**src/rtl/loop_pkg.sv**
```systemverilog
// Shared definitions for the row/column loop counters and the row accumulator.
// Holds the accumulator state enum and the default loop geometry.
package loop_pkg;

  typedef enum logic {
    ACCUM   = 1'b0,
    PRESENT = 1'b1
  } loop_acc_state_t;

  localparam int LOOP_IDX_W = 4;
  localparam int LOOP_ROWS  = 2;
  localparam int LOOP_COLS  = 2;

endpackage

```
**src/rtl/loop_idx_tracker.sv**
```systemverilog
// Mirrored row/column loop counter: column carries into row, row carry is frame end.
// Ports: clk, rst_n, adv (step once) -> exp_r, exp_c, row_end, row_last, frame_end.
module loop_idx_tracker
  import loop_pkg::*;
#(
  parameter int ROWS  = LOOP_ROWS,
  parameter int COLS  = LOOP_COLS,
  parameter int IDX_W = LOOP_IDX_W
) (
  input  logic             clk,
  input  logic             rst_n,
  input  logic             adv,
  output logic [IDX_W-1:0] exp_r,
  output logic [IDX_W-1:0] exp_c,
  output logic             row_end,
  output logic             row_last,
  output logic             frame_end
);

  localparam logic [IDX_W-1:0] R_MAX = IDX_W'(ROWS - 1);
  localparam logic [IDX_W-1:0] C_MAX = IDX_W'(COLS - 1);

  assign row_end   = (exp_c == C_MAX);
  assign row_last  = (exp_r == R_MAX);
  assign frame_end = row_end && row_last;

  always_ff @(posedge clk or negedge rst_n) begin
    if (!rst_n) begin
      exp_r <= '0;
      exp_c <= '0;
    end else if (adv) begin
      if (row_end) begin
        exp_c <= '0;
        exp_r <= row_last ? '0 : exp_r + 1'b1;
      end else begin
        exp_c <= exp_c + 1'b1;
      end
    end
  end

endmodule

```
**src/rtl/loop_row_accum.sv**
```systemverilog
// Row accumulator: checks the (r,c) stream against its own loop, sums each row,
// presents sums over valid/ready. Optional out_max via LOOP_ROW_ACCUM_MAX_EN.
// Ports: in_* element handshake, out_* row-sum handshake, err_clr/seq_err flag.
module loop_row_accum
  import loop_pkg::*;
#(
  parameter int ROWS   = LOOP_ROWS,
  parameter int COLS   = LOOP_COLS,
  parameter int IDX_W  = LOOP_IDX_W,
  parameter int DATA_W = 8,
  parameter int SUM_W  = DATA_W + IDX_W
) (
  input  logic              clk,
  input  logic              rst_n,
  input  logic              in_valid,
  output logic              in_ready,
  input  logic [IDX_W-1:0]  in_r,
  input  logic [IDX_W-1:0]  in_c,
  input  logic [DATA_W-1:0] in_data,
  input  logic              in_frame_end,
  output logic              out_valid,
  input  logic              out_ready,
  output logic [IDX_W-1:0]  out_row,
  output logic [SUM_W-1:0]  out_sum,
  output logic              out_frame_last,
`ifdef LOOP_ROW_ACCUM_MAX_EN
  output logic [DATA_W-1:0] out_max,
`endif
  input  logic              err_clr,
  output logic              seq_err
);

  loop_acc_state_t state, state_nxt;

  logic             ready_en;
  logic [IDX_W-1:0] exp_r, exp_c;
  logic             row_end, row_last, frame_end;
  logic             accept, match, adv, row_done, err_set;
  logic [SUM_W-1:0] acc, acc_nxt;

  // ready_en keeps in_ready low until the first clock after reset release
  assign in_ready  = ready_en && !(state == PRESENT && !out_ready);
  assign accept    = in_valid && in_ready;
  assign match     = (in_r == exp_r) && (in_c == exp_c);
  assign adv       = accept && match;
  assign row_done  = adv && row_end;
  assign err_set   = accept && (!match || (in_frame_end != frame_end));
  assign acc_nxt   = acc + SUM_W'(in_data);
  assign out_valid = (state == PRESENT);

  loop_idx_tracker #(
    .ROWS (ROWS),
    .COLS (COLS),
    .IDX_W(IDX_W)
  ) u_trk (
    .clk      (clk),
    .rst_n    (rst_n),
    .adv      (adv),
    .exp_r    (exp_r),
    .exp_c    (exp_c),
    .row_end  (row_end),
    .row_last (row_last),
    .frame_end(frame_end)
  );

  // a completing row re-enters PRESENT even while the old sum is taken
  always_comb begin
    state_nxt = state;
    unique case (state)
      ACCUM:   if (row_done) state_nxt = PRESENT;
      PRESENT: begin
        if (row_done)       state_nxt = PRESENT;
        else if (out_ready) state_nxt = ACCUM;
      end
      default: state_nxt = ACCUM;
    endcase
  end

  always_ff @(posedge clk or negedge rst_n) begin
    if (!rst_n) begin
      state    <= ACCUM;
      ready_en <= 1'b0;
    end else begin
      state    <= state_nxt;
      ready_en <= 1'b1;
    end
  end

  always_ff @(posedge clk or negedge rst_n) begin
    if (!rst_n) begin
      acc            <= '0;
      out_sum        <= '0;
      out_row        <= '0;
      out_frame_last <= 1'b0;
    end else if (row_done) begin
      acc            <= '0;
      out_sum        <= acc_nxt;
      out_row        <= exp_r;
      out_frame_last <= row_last;
    end else if (adv) begin
      acc <= acc_nxt;
    end
  end

  always_ff @(posedge clk or negedge rst_n) begin
    if (!rst_n)       seq_err <= 1'b0;
    else if (err_set) seq_err <= 1'b1;
    else if (err_clr) seq_err <= 1'b0;
  end

`ifdef LOOP_ROW_ACCUM_MAX_EN
  logic [DATA_W-1:0] max_acc, max_nxt;

  assign max_nxt = (in_data > max_acc) ? in_data : max_acc;

  always_ff @(posedge clk or negedge rst_n) begin
    if (!rst_n) begin
      max_acc <= '0;
      out_max <= '0;
    end else if (row_done) begin
      max_acc <= '0;
      out_max <= max_nxt;
    end else if (adv) begin
      max_acc <= max_nxt;
    end
  end
`endif

endmodule

```
**config.mk**
```make
export PLATFORM = sky130hd
export DESIGN_NAME = loop_row_accum
export DESIGN_NICKNAME = d
export VERILOG_FILES = /design/src/rtl/loop_pkg.sv /design/src/rtl/loop_idx_tracker.sv /design/src/rtl/loop_row_accum.sv
export SDC_FILE = /design/constraint.sdc
export NUM_CORES = 1
export LEC_CHECK = 0
export BUFFER_PORTS_ARGS = -buffer_cell sky130_fd_sc_hd__buf_2
export CORE_MARGIN = 5
export CORE_UTILIZATION = 59
export DETAILED_ROUTE_END_ITERATION = 12
export PLACE_DENSITY_LB_ADDON = 0.25
export REMOVE_ABC_BUFFERS = 1
export SYNTH_ARGS = -nofsm -noshare
export SYNTH_HDL_FRONTEND = slang
export SYNTH_SLANG_ARGS = --single-unit
```
**constraint.sdc**
```tcl
create_clock -name clk -period 3.6 [get_ports clk]
set_input_delay 0.72 -clock clk [delete_from_list [all_inputs] [get_ports clk]]
set_output_delay 0.72 -clock clk [all_outputs]
set_load 0.01 [all_outputs]
```
==> flow_summary.json, run 1 <==
{
  "clk_latency_ps": 300,
  "skew_ps": 5.06,
  "min_to": "acc[5]",
  "ctsResizeCount": 0,
  "place_area_um2": 2410,
  "min_period_ps": 2440,
  "maxCapViolCount": 0,
  "relSlewSlack_pct": 42.7,
  "cts.clk_slew.worst_paths_ps": 80,
  "wl_mm": 4.39,
  "rows": 22,
  "p_sw_w": 0.000212,
  "synth_edf_count": 0,
  "n_antenna_cell": 0,
  "hold_violations": 0,
  "path_max_fanout": 3,
  "r2r_end": "out_row[3]",
  "antenna_found_initial": 0,
  "io_pins": 42,
  "coreArea_um2": 3630,
  "worst_slew_pin_slew_ps": 860,
  "cts_tree": "yes",
  "p_leak_nw": 1.31,
  "grtUsageTotal_pct": 19.1,
  "pwr_density_cell_nw_per_um2": 341,
  "ir_drop_v": 0.000272,
  "setup_ws_ps": 1160,
  "cts.sinks": 40,
  "drt_pass1_iterations": 4,
  "die_area_um2": 5020,
  "synth_seq_cells": 40,
  "power_w": 0.000855,
  "async_flop_share_pct": 100,
  "pre_cts_ws_ps": 869,
  "drt-wirelength-per-cell_um": 14.6,
  "final_nets": 282,
  "cp.arrival_ps": 2620,
  "start_util_pct": 60.2,
  "report.final.slew_viol_count": 0,
  "switching_share_pct": 24.9,
  "avgSynthCellArea_um2": 10.4,
  "multi_input_area_um2": 1120,
  "setup_viol": 0,
  "fp.dieH_um": 70.9,
  "fin_setup_tns_ps": 0,
  "cp-end-kind": "flip-flop",
  "path_class": "in -> reg",
  "io_buffers": 41,
  "drc": 0,
  "grt_pass1_wl_mm": 7.76,
  "synthCells": 211,
  "clkPwrFrac_pct": 37.3,
  "intPower_w": 0.000642,
  "die_w_um": 70.9,
  "placedCellCount": 292,
  "outcome": "complete, no violations",
  "final_cell_mix": "41 x buf_2, 40 x dfrtp_1, 23 x o21ai_0",
  "required_ps": 3780,
  "place_congestion": 0.801,
  "ant_nets": 0,
  "yosys_most_used_dff": "dfrtp_1",
  "grt_pass1_vias": 1685,
  "seq_power_share_pct": 54.0,
  "fill_cells": 317,
  "hold_path_class": "reg -> reg",
  "grt_max_degree": 41,
  "fin_crit_sh_pct": 67.6,
  "whs_path_depth": 2,
  "rsz0062_at_grt": "false",
  "power_frac_comb_pct": 8.7,
  "layout.cells.non_filler": 300,
  "holdBufCountCts": 0,
  "layout_commonest_cell": "buf_2",
  "vias": 1699,
  "hp-start": "acc[5]",
  "ff2ff_setup_slack_ps": 1310,
  "cts_buffers": 5,
  "ys_types": 39,
  "startpoint_type": "input pin",
  "fin_area_um2": 2510,
  "regArea_um2": 1000,
  "syn-cell-area_um2": 2190,
  "fmax_ghz": 0.411,
  "clockBufferDepth": 2,
  "ys_seq_area_share_pct": 45.8,
  "grt-ovfl-total": 0,
  "drtIter0Drc": 60,
  "h-tree-depth": 2,
  "drive_above_1_share_pct": 25.4,
  "area_delta_synth_final_pct": 14.7,
  "yosys_warnings": 0,
  "hpwl_mm": 3.15,
  "rr_worst_depth": 5,
  "cts_root_buf": "clkbuf_8",
  "timing.rr.start": "u_trk.exp_r[0]",
  "avgViaCountPerCell": 5.66,
  "cts_setup_buffers": 0
}
[cells in the mapped netlist, drive strengths merged, types with 2 or more instances]
| cell type | count | area, um2 |
|---|---|---|
| nand3 | 11 | 55.1 |
| buf | 3 | 33.8 |
| nand3b | 3 | 22.5 |
| dfrtp | 40 | 1000 |
| mux2 | 8 | 90.1 |
| nor4b | 2 | 17.5 |
| and3 | 3 | 18.8 |
| nor4 | 3 | 33.8 |
| o22ai | 2 | 12.5 |
| nor2 | 7 | 26.3 |
| or4 | 4 | 33.8 |
| nand2 | 19 | 73.8 |
| xor2 | 7 | 61.3 |
| xnor2 | 17 | 164 |
| o31ai | 7 | 52.6 |
| a21o | 8 | 60.1 |
| inv | 4 | 15.0 |
| o21ai | 25 | 125 |
| o211a | 2 | 20.0 |
| a21oi | 9 | 45.0 |
| ha | 8 | 100 |
| clkbuf | 6 | 22.5 |
| nor3 | 2 | 10.0 |
[per-layer routing]
layer | global-route usage, % | up-vias | part of all wire, %
met4 | 5.64 | 0 | 0.98
li1 | - | 841 | -
met3 | 5.54 | 5 | 6.4
met5 | 0 | - | 0
met1 | 24.8 | 809 | 46
met2 | 31.2 | 44 | 47
[logic make-up (layout without fill, tap and decap cells)]
logic type / after synthesis / after routing / share of synthesized area, %
AO/OA/AOI/OAI: 59 / 59 / 16.7
XOR/XNOR: 24 / 24 / 10.3
adder cells (fa/ha/maj): 9 / 9 / 5.50
buffers and inverters: 13 / 54 / 3.26
flip-flops: 40 / 40 / 45.8
multiplexers: 8 / 8 / 4.12
other: 1 / 1 / 0.172
AND/OR/NAND/NOR: 57 / 57 / 14.2
[how the worst max path moves through the flow]
stage	depth (start not counted)	startpoint	endpoint	slack, ps
4_1_cts	8	in_data[0]	out_sum[10]	1180
2_1_floorplan	3	u_trk.exp_c[1]	out_frame_last	850
6_report	8	in_data[0]	out_sum[10]	1160
3_3_place_gp	8	in_data[0]	out_sum[10]	940
5_1_grt	8	in_data[0]	out_sum[8]	1040
3_5_place_dp	8	in_data[0]	out_sum[10]	870
[metrics by stage]
step / hold slack (ps) / util (%)
final: 490 / 69.0
after global routing: 521 / 69.0
after CTS: 487 / 69.0
after detailed placement: 466 / 66.3
after global placement: 460 / 66.3
after floorplan: 424 / -
[power groups by stage]
stage	Combinational [W]	Clock, W	Sequential (W)
2_1_floorplan	0.0000364	0	0.000472
6_report	0.0000740	0.000319	0.000462
3_5_place_dp	0.0000752	0	0.000471
4_1_cts	0.0000752	0.000328	0.000462
5_1_grt	0.0000832	0.000348	0.000463
3_3_place_gp	0.0000737	0	0.000470
[layout make-up]
type                    count  share of cell area [%]
well taps                  48                    2.40
inverters                   4                   0.599
repair buffers             42                    8.49
clock buffers               6                    3.30
multi-input cells         158                    44.7
flip-flops and latches     40                    39.9
clock inverters             2                   0.599
[sequential cells by signal, summed over array words and instances, names as in the netlist]
signal / flops
seq_err: 1
ready_en: 1
out_sum: 12
u_trk.exp_r: 4
acc: 12
out_frame_last: 1
out_row: 4
u_trk.exp_c: 4
out_valid: 1
[worst max-delay path, cell delays in order]
cell       delay (ps)
buf_2             100
ha_1              230
fa_1              440
a211oi_1          270
o21ai_0           180
o2111ai_1         310
xnor2_1           100
mux2_2            260
(Power assumes the default switching activity.)
==> run 2: changes to the inputs <==
--- a/config.mk
+++ b/config.mk
@@ -7,7 +7,7 @@
 export LEC_CHECK = 0
 export BUFFER_PORTS_ARGS = -buffer_cell sky130_fd_sc_hd__buf_2
 export CORE_MARGIN = 5
-export CORE_UTILIZATION = 59
+export CORE_UTILIZATION = 49
 export DETAILED_ROUTE_END_ITERATION = 12
 export PLACE_DENSITY_LB_ADDON = 0.25
 export REMOVE_ABC_BUFFERS = 1
==> constraint.sdc (replaced) <==
create_clock -name clk -period 2.1 [get_ports clk]
set_input_delay 0.42 -clock clk [delete_from_list [all_inputs] [get_ports clk]]
set_output_delay 0.42 -clock clk [all_outputs]
set_load 0.01 [all_outputs]
==> run 2 against run 1 <==
  * Utilization shrank 5.8 points
  * Critical path depth is 1 higher
  * Final area is 9.7% higher
  * Cell count up 11%
  * Clock-buffer cell count unchanged
  * Largest cell class unchanged
  * Highest routed layer unchanged
==> flow_summary.json, run 2 (synthesis gave the netlist of run 1 again) <==
{
  "crit_top_cell": "buf_4",
  "die_w_um": 76.8,
  "use_met1_pct": 22.2,
  "fp.dieH_um": 76.8,
  "hold_path_class": "in -> async",
  "cts_root_buf": "clkbuf_8",
  "start_util_pct": 50.2,
  "place_area_um2": 2630,
  "pwr_density_cell_nw_per_um2": 523,
  "final_nets": 312,
  "clockBufferDepth": 2,
  "fmax_ghz": 0.506,
  "outcome": "complete, no violations",
  "fin_area_um2": 2750,
  "placedCellCount": 325,
  "io_buffers": 41,
  "cts_tree": "yes",
  "cts.sinks": 40,
  "vias": 1806,
  "maxCapViolCount": 0,
  "io_pins": 42,
  "grt-ovfl-total": 0,
  "layout.cells.non_filler": 333,
  "switching_share_pct": 25.1,
  "drc": 0,
  "grt_busiest_layer": "met2",
  "ant_nets": 0,
  "p_leak_nw": 1.46,
  "final_cell_mix": "41 x buf_2, 40 x dfrtp_1, 31 x buf_4",
  "antenna_found_initial": 0,
  "crit_chain": "ha_2 -> fa_2 -> a211oi_2 -> o21ai_2 -> buf_4 -> o21ai_1 -> buf_4 -> xnor2_1 -> o21ai_0",
  "die_area_um2": 5900,
  "rows": 24,
  "cpMaxStageDelayCell": "dfrtp_1",
  "fill_cells": 364,
  "cts_buffers": 5,
  "multi_input_area_um2": 1150,
  "place_congestion": 0.761,
  "grt_max_degree": 41,
  "grtUsageTotal_pct": 17.5,
  "met3_usage_pct": 3.86,
  "hold_violations": 0,
  "intPower_w": 0.00108,
  "seq_power_share_pct": 55.0,
  "n_antenna_cell": 0,
  "drt-wirelength-per-cell_um": 15.2,
  "clk_latency_ps": 300,
  "drive_above_1_share_pct": 35.2,
  "final_util_pct": 63.2,
  "worst_slew_pin_slew_ps": 554,
  "cp-end-kind": "flip-flop",
  "clkPwrFrac_pct": 34.6,
  "ir_drop_v": 0.000284,
  "drt_pass1_iterations": 4,
  "relSlewSlack_pct": 62.6,
  "top_regs": "acc: 12 flops, out_sum: 12 flops",
  "path_max_fanout": 3,
  "grt_pass1_vias": 1820,
  "cts.clk_slew.worst_paths_ps": 80,
  "layout_commonest_cell": "buf_2",
  "p_sw_w": 0.000361,
  "startpoint_type": "flip-flop",
  "h-tree-depth": 2,
  "regArea_um2": 1000,
  "min_period_ps": 1970,
  "fin_setup_tns_ps": 0,
  "setup_viol": 0,
  "hpwl_mm": 3.49,
  "coreArea_um2": 4350,
  "skew_ps": 5.57,
  "holdBufCountCts": 0,
  "fin_crit_sh_pct": 94.0,
  "report.final.slew_viol_count": 0,
  "rsz0062_at_grt": "false",
  "slowest_delay_ps": 390,
  "power_frac_comb_pct": 10.4,
  "drtIter0Drc": 68,
  "path_class": "reg -> reg",
  "grt_use_met2_pct": 28.9,
  "area_delta_synth_final_pct": 25.8,
  "power_w": 0.00144,
  "required_ps": 2280,
  "cp.arrival_ps": 2160,
  "avgViaCountPerCell": 5.42,
  "grt_pass1_wl_mm": 8.45,
  "wl_mm": 5.08
}
## run 2: worst paths after layout
path,slack (ps),cells past startpoint,to,startpoint
setup reg to reg,130,9,out_sum[8],acc[0]
min in group clk,320,2,seq_err,err_clr
max in group asynchronous,1560,2,acc[3],rst_n
hold / removal,170,2,out_sum[7],rst_n
setup / recovery,130,9,out_sum[8],acc[0]
hold reg to reg,480,1,out_row[0],out_row[0]
## run 2: worst max-delay path: cells and delay by family, from the launching register on
kind	cells	cell delay (ps)
XOR/XNOR	1	100
AO/OA/AOI/OAI	4	550
adder cells (fa/ha/maj)	2	530
buffers and inverters	2	280
flip-flops	1	390
## run 2: cell type report
cell class	instances	share of cell area, %
clock inverters	1	0.182
well taps	52	2.37
clock buffers	6	2.64
inverters	4	0.546
repair buffers	72	15.9
multi-input cells	158	41.9
flip-flops and latches	40	36.4
## run 2: metal layers
metal / vias to the layer above / wire [um]
li1: 905 / -
met3: 6 / 187
met5: - / 0
met1: 862 / 2290
met2: 33 / 2530
met4: 0 / 63
## run 2: power by group through the flow
stage / Sequential (W) / Combinational (W) / Clock, W
after floorplan: 0.000809 / 0.0000623 / 0
after global placement: 0.000805 / 0.000145 / 0
after detailed placement: 0.000805 / 0.000147 / 0
after CTS: 0.000790 / 0.000149 / 0.000505
after global routing: 0.000792 / 0.000167 / 0.000555
final: 0.000790 / 0.000149 / 0.000498
## run 2: stage by stage
step	hold slack [ps]	setup slack [ps]
final	171	125
after global routing	212	9.47
after CTS	204	28.7
after detailed placement	465	-228
after global placement	463	-208
after floorplan	124	-646
## run 2: timing repair
action | 4_1_cts | 5_1_grt
pin swaps | 2 | 1
setup endpoints to repair | 4 | 10
resized for setup | 4 | 5
buffers inserted | 0 | 1
gates cloned | 0 | 0
